$ cat src/rtl/counter_sequencer_if.sv
// Command/status bundle between a run controller (master) and the counter
// sequencer (slave); clock and reset travel as separate scalar ports.
interface counter_sequencer_if #(
  parameter int WIDTH = 4
);
  // There is no valid/ready pair: start is a one-cycle request taken only when
  // the sequencer is idle or done; halt/hold are levels sampled every edge.
  // tc is a one-cycle event strobe the consumer must take on the cycle it is high.
  logic             start;
  logic             halt;
  logic             hold;
  logic             up;
  logic             auto_reload;
  logic [WIDTH-1:0] limit;
  logic [WIDTH-1:0] count;
  logic             busy;
  logic             done;
  logic             tc;
  logic [3:0]       reloads;
  logic [1:0]       dbg_state;

  modport master (
    output start, halt, hold, up, auto_reload, limit,
    input  count, busy, done, tc, reloads, dbg_state
  );

  modport slave (
    input  start, halt, hold, up, auto_reload, limit,
    output count, busy, done, tc, reloads, dbg_state
  );
endinterface

$ cat src/rtl/counter_sequencer.sv
// Run sequencer for a WIDTH-bit up/down counter: latches a run configuration on
// start, steps once per clock, strobes tc at terminal and optionally auto-reloads.
module counter_sequencer #(
  parameter int WIDTH = 4
) (
  input  logic                clock,
  input  logic                reset,
  counter_sequencer_if.slave  bus
);

  typedef enum logic [1:0] {
    IDLE  = 2'd0,
    RUN   = 2'd1,
    PAUSE = 2'd2,
    DONE  = 2'd3
  } state_t;

  localparam logic [WIDTH-1:0] ONE = WIDTH'(1);

  state_t           state_q, state_d;
  logic [WIDTH-1:0] count_q, count_d;
  logic [WIDTH-1:0] limit_q, limit_d;
  logic             up_q, up_d;
  logic             auto_q, auto_d;
  logic             tc_q, tc_d;
  logic             busy_q, busy_d;
  logic             done_q, done_d;
  logic [3:0]       reloads_q, reloads_d;

  logic [WIDTH-1:0] start_val;
  logic [WIDTH-1:0] term_val;

  // Start/terminal values always come from the latched configuration.
  assign start_val = up_q ? '0 : limit_q;
  assign term_val  = up_q ? limit_q : '0;

  always_comb begin
    state_d   = state_q;
    count_d   = count_q;
    limit_d   = limit_q;
    up_d      = up_q;
    auto_d    = auto_q;
    tc_d      = 1'b0;
    reloads_d = reloads_q;

    if (bus.halt) begin
      state_d = IDLE;
      count_d = '0;
    end else begin
      case (state_q)
        IDLE, DONE: begin
          if (bus.start) begin
            up_d      = bus.up;
            auto_d    = bus.auto_reload;
            limit_d   = bus.limit;
            count_d   = bus.up ? '0 : bus.limit;
            reloads_d = 4'd0;
            state_d   = RUN;
          end
        end
        RUN: begin
          if (bus.hold) begin
            state_d = PAUSE;
          end else if (count_q == term_val) begin
            tc_d = 1'b1;
            if (auto_q) begin
              count_d   = start_val;
              reloads_d = (reloads_q == 4'd15) ? 4'd15 : reloads_q + 4'd1;
            end else begin
              state_d = DONE;
            end
          end else if (up_q) begin
            count_d = count_q + ONE;
          end else begin
            count_d = count_q - ONE;
          end
        end
        PAUSE: begin
          // Resuming costs one edge: no step on the PAUSE->RUN transition.
          if (!bus.hold) begin
            state_d = RUN;
          end
        end
        default: state_d = IDLE;
      endcase
    end

    busy_d = (state_d == RUN) || (state_d == PAUSE);
    done_d = (state_d == DONE);
  end

  always_ff @(posedge clock) begin
    if (!reset) begin
      state_q   <= IDLE;
      count_q   <= '0;
      limit_q   <= '0;
      up_q      <= 1'b0;
      auto_q    <= 1'b0;
      tc_q      <= 1'b0;
      busy_q    <= 1'b0;
      done_q    <= 1'b0;
      reloads_q <= 4'd0;
    end else begin
      state_q   <= state_d;
      count_q   <= count_d;
      limit_q   <= limit_d;
      up_q      <= up_d;
      auto_q    <= auto_d;
      tc_q      <= tc_d;
      busy_q    <= busy_d;
      done_q    <= done_d;
      reloads_q <= reloads_d;
    end
  end

  assign bus.count     = count_q;
  assign bus.busy      = busy_q;
  assign bus.done      = done_q;
  assign bus.tc        = tc_q;
  assign bus.reloads   = reloads_q;
  assign bus.dbg_state = state_q;

endmodule

$ cat src/flat_wrapper.sv
// flat-port wrapper written by rule: the top's interface ports become plain ports
module counter_sequencer_flat 
#(
  parameter int WIDTH = 4
)
  (clock, reset, bus_start, bus_halt, bus_hold, bus_up, bus_auto_reload, bus_limit, bus_count, bus_busy, bus_done, bus_tc, bus_reloads, bus_dbg_state);
  counter_sequencer_if #(.WIDTH(WIDTH)) bus_i ();
  input  logic clock;
  input  logic reset;
  input wire logic [$bits(bus_i.start)-1:0] bus_start;
  input wire logic [$bits(bus_i.halt)-1:0] bus_halt;
  input wire logic [$bits(bus_i.hold)-1:0] bus_hold;
  input wire logic [$bits(bus_i.up)-1:0] bus_up;
  input wire logic [$bits(bus_i.auto_reload)-1:0] bus_auto_reload;
  input wire logic [$bits(bus_i.limit)-1:0] bus_limit;
  output wire logic [$bits(bus_i.count)-1:0] bus_count;
  output wire logic [$bits(bus_i.busy)-1:0] bus_busy;
  output wire logic [$bits(bus_i.done)-1:0] bus_done;
  output wire logic [$bits(bus_i.tc)-1:0] bus_tc;
  output wire logic [$bits(bus_i.reloads)-1:0] bus_reloads;
  output wire logic [$bits(bus_i.dbg_state)-1:0] bus_dbg_state;
  assign bus_i.start = bus_start;
  assign bus_i.halt = bus_halt;
  assign bus_i.hold = bus_hold;
  assign bus_i.up = bus_up;
  assign bus_i.auto_reload = bus_auto_reload;
  assign bus_i.limit = bus_limit;
  assign bus_count = bus_i.count;
  assign bus_busy = bus_i.busy;
  assign bus_done = bus_i.done;
  assign bus_tc = bus_i.tc;
  assign bus_reloads = bus_i.reloads;
  assign bus_dbg_state = bus_i.dbg_state;
  counter_sequencer #(.WIDTH(WIDTH)) u_core (.clock(clock), .reset(reset), .bus(bus_i));
endmodule
$ cat config.mk
export PLATFORM = sky130hd
export DESIGN_NAME = counter_sequencer_flat
export DESIGN_NICKNAME = d
export VERILOG_FILES = /design/src/rtl/counter_sequencer_if.sv /design/src/rtl/counter_sequencer.sv /design/src/flat_wrapper.sv
export SDC_FILE = /design/constraint.sdc
export NUM_CORES = 1
export LEC_CHECK = 0
export CORE_ASPECT_RATIO = 2
export CORE_MARGIN = 5
export CORE_UTILIZATION = 35
export CTS_CLUSTER_SIZE = 10
export DETAILED_ROUTE_END_ITERATION = 6
export PLACE_DENSITY = 0.57
export SYNTH_ARGS = -nofsm -noshare
export SYNTH_HDL_FRONTEND = slang
export SYNTH_SLANG_ARGS = --single-unit
$ cat constraint.sdc
create_clock -name clock -period 2.49 [get_ports clock]
set_input_delay 0.3735 -clock clock [delete_from_list [all_inputs] [get_ports clock]]
set_output_delay 0.3735 -clock clock [all_outputs]
set_load 0.05 [all_outputs]
* After elaboration in Yosys (flattened, before gate mapping)
Index checks and enable logic that the tools add are counted.
W data, S select, Z words.
** Storage, ports and cells
- Latch bits :: 0
- Logic and storage cells :: 60
- Bits in registers :: 19
- Memories kept :: 0
- Output and inout bits :: 13
- Bits of input ports :: 11
- Memory bits (read-only) :: 0
- Bits in writable memories :: 0
** Operators by class
- Div/mod/pow operators :: 0
- Muxes and demuxes :: 23
- $lt $le $gt $ge :: 0
- $mul :: 0
- Shifts and indexed selects :: 0
- Bitwise logic cells :: 3
- Equality and inequality tests :: 13
- $add $sub $neg :: 3
- Reductions and logical operators :: 9
** Operators with widths (number)
- $mux W4 :: 13
- $pmux W4 S2 :: 2
- $mux W2 :: 6
- $add A4 B1 Y4 const B :: 2
- $eq A2 B2 Y1 const B :: 4
- $pmux W2 S3 :: 1
- $reduce_and A6 Y1 :: 1
- $eq A2 B1 Y1 const B :: 2
- $eq A4 B4 Y1 :: 1
- $eq A4 B4 Y1 const B :: 1
- $ne A2 B1 Y1 const B :: 2
- $ne A2 B2 Y1 const B :: 2
- $reduce_and A4 Y1 :: 1
- $reduce_or A2 Y1 :: 2
- $reduce_or A4 Y1 :: 1
- $sub A4 B1 Y4 const B :: 1
- $ne A3 B2 Y1 const B :: 1
- $not A1 Y1 :: 3
- $reduce_and A3 Y1 :: 1
- $logic_not A2 Y1 :: 1
- $reduce_bool A2 Y1 :: 1
- $logic_or A1 B1 Y1 :: 1
- $mux W1 :: 1

* Longest topological paths before layout
- Depth in word-level cells :: 8
- Depth in mapped cells :: 9
- Gate-level depth less buffers :: 9

* Least setup slack after synthesis
OpenSTA, ideal clock, no wires.
- Path type :: reg-to-reg
- Start :: register u_core.count_q[1], in the netlist u_core.bus.count[1]
- End :: register u_core.busy_q, in the netlist u_core.bus.busy
- Data required time :: 2.375 ns
- Clock period less this slack :: 2.280 ns
- Path slack :: 0.210 ns
- Arrival time :: 2.165 ns
- Path buffers :: 0
- Cell stages (with the launch flop) :: 8
- Library setup time :: 0.115 ns
- Cells stage by stage :: dfxtp_1 > nand3_1 > o2bb2ai_2 > o22ai_4 > o221a_2 > nor3b_1 > ha_1 > and2_1
** On the way
- Cells in the longest elaborated chain, start to end :: 7
- Elaborated cells on any way between the ends :: 8
- Those cells by class :: eq/ne: 3; mux: 4; reduce/logical: 1
** Ends and longest elaborated chain
- start, declared :: line counter_sequencer.sv:21 : logic [WIDTH-1:0] count_q, count_d;
- start signal, assigned :: line counter_sequencer.sv:105 : count_q <= count_d;
- $eq A4 B4 Y1 * :: line counter_sequencer.sv:64 : end else if (count_q == term_val) begin
- $mux W2 * :: line counter_sequencer.sv:64
- $mux W2 * :: line counter_sequencer.sv:62 : if (bus.hold) begin
- $pmux W2 S3 * :: line counter_sequencer.sv:50 : case (state_q)
- $mux W2 * :: line counter_sequencer.sv:46 : if (bus.halt) begin
- net u_core.state_d[0] :: line counter_sequencer.sv:20 : state_t state_q, state_d;
- $eq A2 B1 Y1 or $eq A2 B2 Y1 (tied branches) :: line counter_sequencer.sv:88 : busy_d = (state_d == RUN) || (state_d == PAUSE);
- $logic_or A1 B1 Y1 * :: line counter_sequencer.sv:88
- net u_core.busy_d :: line counter_sequencer.sv:26 : logic busy_q, busy_d;
- end signal, assigned :: line counter_sequencer.sv:110 : busy_q <= busy_d;
- end, declared :: line counter_sequencer.sv:26
The timed path passes the listed nets; every way through them passes the cells marked *.
A chain may end at the register's enable or synchronous reset.

* Worst setup path after layout
- Start :: register u_core.up_q
- End :: register u_core.busy_q, in the netlist u_core.bus.busy
** On the way
- Cells in the longest elaborated chain, start to end :: 8
- Elaborated cells on any way between the ends :: 9
- Those cells by class :: eq/ne: 3; mux: 5; reduce/logical: 1
** Ends and longest elaborated chain
- start, declared :: line counter_sequencer.sv:23 : logic up_q, up_d;
- start signal, assigned :: line counter_sequencer.sv:107 : up_q <= up_d;
- $mux W4 * :: line counter_sequencer.sv:35 : assign term_val = up_q ? limit_q : '0;
- $eq A4 B4 Y1 * :: line counter_sequencer.sv:64
- $mux W2 * :: line counter_sequencer.sv:64
- $mux W2 * :: line counter_sequencer.sv:62
- $pmux W2 S3 * :: line counter_sequencer.sv:50
- $mux W2 * :: line counter_sequencer.sv:46
- net u_core.state_d[0] :: line counter_sequencer.sv:20
- $eq A2 B1 Y1 or $eq A2 B2 Y1 (tied branches) :: line counter_sequencer.sv:88
- $logic_or A1 B1 Y1 * :: line counter_sequencer.sv:88
- net u_core.busy_d :: line counter_sequencer.sv:26
Marked as above.

==> summary.txt <==
Power and ir drop
  – Internal Power: between 0.0005 and 0.0006 W
  – NetSw: around 0.00023 W
  – Max VDD drop: 0.0003145 V
  – Static leakage: ~0.66 nW
  – Total power: between 0.0007 and 0.0008 W
  – Power per cell area: roughly 440 nW/um^2
  – Clock share of power: between 20% and 30%
  – Sw Share: a little under a third
  – Reg power frac: between 40% and 50%
  – Combinational power share: between 20% and 30%

Final layout
  – Layout Utilization: 44.31%
  – Ant. Diodes: 0
  – Area grow syn2layout: 23.24%
  – Nets: between 150 and 200
  – Design Area, Final: between 1500 and 2000 um^2
  – Layout cells sized above 1: between 10 and 15%

Logic synthesis
  – Asr flop ratio synth: 0%
  – Unique masters post-synth: 53
  – Post-synth top flop: dfxtp_1
  – Syn Inst Count: 154
  – Mean Syn Cell Area: around 9 um^2
  – Register bit count reported by yosys: 19
  – Syn Std Cell Area: about 1400 um^2
  – Yosys Warn Count: 0
  – EDFF count, synth: 0
  – Synth Net Count: 173
  – Sequential share of the synthesized area: about 28%

Floorplan
  – FP Rows: 32
  – Die ar.: between 5000 and 6000 um^2
  – Core area: 3804 um^2
  – Initial Utilization: a little over a third
  – IO Pins: 24
  – Die Span X: ~54 um
  – Die H: roughly 100 um

Global route
  – Number of global-route vias before repair: around 1300
  – Initial antenna violation count: 0
  – Global route overflow: 0
  – First-pass GRT wire length: around 5900 um
  – Largest net degree at the start of global routing: 13
  – Global Route Usage Sum: between 10% and 20%

Critical path
  – Worst setup EP type: register
  – R2R depth: 7
  – Worst r2r src: u_core.up_q$_SDFFE_PN0P_
  – Crit path DAT: between 2 and 2.5 ns
  – CP Data Required Time: ~2.7 ns
  – Slowest CP cell: dfxtp_1
  – R2r endpoint: u_core.bus.busy$_SDFF_PN0_
  – CP Class: register to register
  – R2R setup slack: slightly above 0.3 ns
  – Critical Path Fanout Max: 10
  – Crit-path max cell delay: 0.54 ns
  – Startpoint Class: register
  – CP Cell Sequence: nand4b_1 -> o22ai_2 -> o22ai_4 -> o221a_2 -> nor3b_1 -> ha_1 -> and2_1

Hold path
  – Hold Path Depth: 2
  – Min-delay src: u_core.bus.reloads[1]$_SDFFE_PN0P_
  – Min-Delay Path Class: register to register
  – Hold EP: u_core.bus.reloads[1]$_SDFFE_PN0P_

Timing
  – Crit path time final: 2.179 ns
  – Pins Over Slew Limit: 0
  – Worst-Margin Slew: ~0.5 ns
  – Final period utilization: a little under 90%
  – RSZ-0062 raised after global routing: false
  – Final Skew: around 0.0035 ns
  – Setup total negative slack: 0 ns
  – Setup-failing EPs final: 0
  – FMAX: 458.8 MHz
  – Hold Vio Cnt, Final: 0
  – Worst slew margin: approximately two thirds
  – Hold_ws: 0.5077 ns

Clock network
  – Clock root cell: clkbuf_8
  – Clock buffers created by TritonCTS: 3
  – Post-CTS Setup Repair Bufs: 0
  – TritonCTS clock tree: built
  – H-tree lvl count: 1
  – Buffer levels on the longest clock path: 2
  – Reg clk slew, reported paths: 0.07 ns
  – CTS resizes: 0
  – Worst-skew pair later-pin latency: between 0.2 and 0.3 ns
  – CTS Sinks: 19
  – Cts hold-fix bufs: 0

Place
  – Hpwl dp: 2831 um
  – PortBufs: 23
  – Gp weighted congestion: ~0.95
  – Placed cell areas: 1640 um^2

Route
  – Wire per inst: around 16 um
  – Final ANT Viol Nets: 0
  – 1st-iter DRT viols: 9
  – Post-route DRC violation count: 0
  – Pre-antenna DRT Iters: 4
  – Final WL: between 3000 and 4000 um
  – Vias after detailed routing: around 1300
  – Vias/cell: ~5.5

Flow run
  – Max_cap viols: 0

Outcome
  – Run status: completed
-- worst max-delay path, delay by kind of cell (launching register included) --
kind	cells	cell delay [ns]
compound gates	3	0.71
fa+ha+maj	1	0.26
flops	1	0.54
simple gates	3	0.56
-- per-stage QoR --
stage	setup slack (ns)	cells
after floorplan	0.2097	154
after detailed placement	0.2569	225
after global placement	0.3256	225
after global routing	0.1488	229
after CTS	0.2931	229
final	0.3106	229
-- synth_stat cells (4+ instances only) --
master	count	area, um^2
mux2i_1	7	70.07
nor3b_1	4	30.03
o21ai_0	9	45.04
and2_1	4	25.02
nor2_1	12	45.04
dfxtp_1	19	380.4
a21oi_1	9	45.04
ha_1	7	87.58
inv_1	8	30.03
nand2_1	8	30.03
nand3_1	4	20.02
nor2b_1	8	50.05
-- cell type report --
type	count	area, um^2
inverter	8	30.03
clock buffer	4	45.04
tap	51	63.81
multi-input combinational	122	920.9
timing repair buffer	25	245.2
sequential	19	380.4
fill	399	2118
-- worst max path at each step --
stage,startpoint,end,slack (ns)
finish,u_core.up_q$_SDFFE_PN0P_,u_core.bus.busy$_SDFF_PN0_,0.31
global route,u_core.up_q$_SDFFE_PN0P_,u_core.bus.busy$_SDFF_PN0_,0.15
CTS,u_core.bus.count[3]$_SDFFE_PP0P_,u_core.bus.busy$_SDFF_PN0_,0.29
detailed placement,bus_hold,u_core.bus.busy$_SDFF_PN0_,0.26
global placement,bus_hold,u_core.bus.busy$_SDFF_PN0_,0.33
floorplan,u_core.bus.count[1]$_SDFFE_PP0P_,u_core.bus.busy$_SDFF_PN0_,0.21
-- state kept, by name (all words and copies together), names as in the netlist --
signal / flops
u_core.auto_q: 1
u_core.bus.busy: 1
u_core.bus.count: 4
u_core.bus.dbg_state: 2
u_core.bus.done: 1
u_core.bus.reloads: 4
u_core.bus.tc: 1
u_core.limit_q: 4
u_core.up_q: 1
-- cell families (layout without fill, tap and decap cells) --
group / after synthesis / count (layout) / share of synthesized area [%]
AOI/OAI and AO/OA: 47 / 47 / 27.91
buffers and inverters: 13 / 37 / 4.850
and+or+nand+nor: 55 / 55 / 23.24
adders and majority gates: 8 / 8 / 7.868
xor gates and xnor gates: 5 / 5 / 3.203
muxes: 7 / 7 / 5.124
DFF: 19 / 19 / 27.81
-- power groups by stage --
stage	clock (W)	sequential, W	combinational (W)
after floorplan	0	0.000355	0.000121
after global routing	0.000245	0.000337	0.000212
after detailed placement	0	0.000342	0.000195
final	0.000220	0.000335	0.000194
after global placement	0	0.000341	0.000192
after CTS	0.000229	0.000334	0.000196
-- placed cells by master (no fill, tap or decap), drive strengths merged, types with 3 or more instances in the layout --
cell type,synthesis,final
a211oi,3,3
a21oi,9,9
a31oi,3,3
and2,6,6
clkbuf,2,4
clkdlybuf4s50,0,23
dfxtp,19,19
ha,7,7
inv,8,8
mux2i,7,7
nand2,9,9
nand3,4,4
nor2,12,12
nor2b,8,8
nor3b,5,5
o21ai,12,12
xor2,3,3
-- per-layer routing --
metal	vias to the layer above	GRT usage, %	wire [um]
met3	10	2.137	108
met4	0	7.486	122
li1	616	-	-
met5	-	0	0
met1	601	15.31	1404
met2	27	26.41	1960
(Power assumes the default switching activity.)
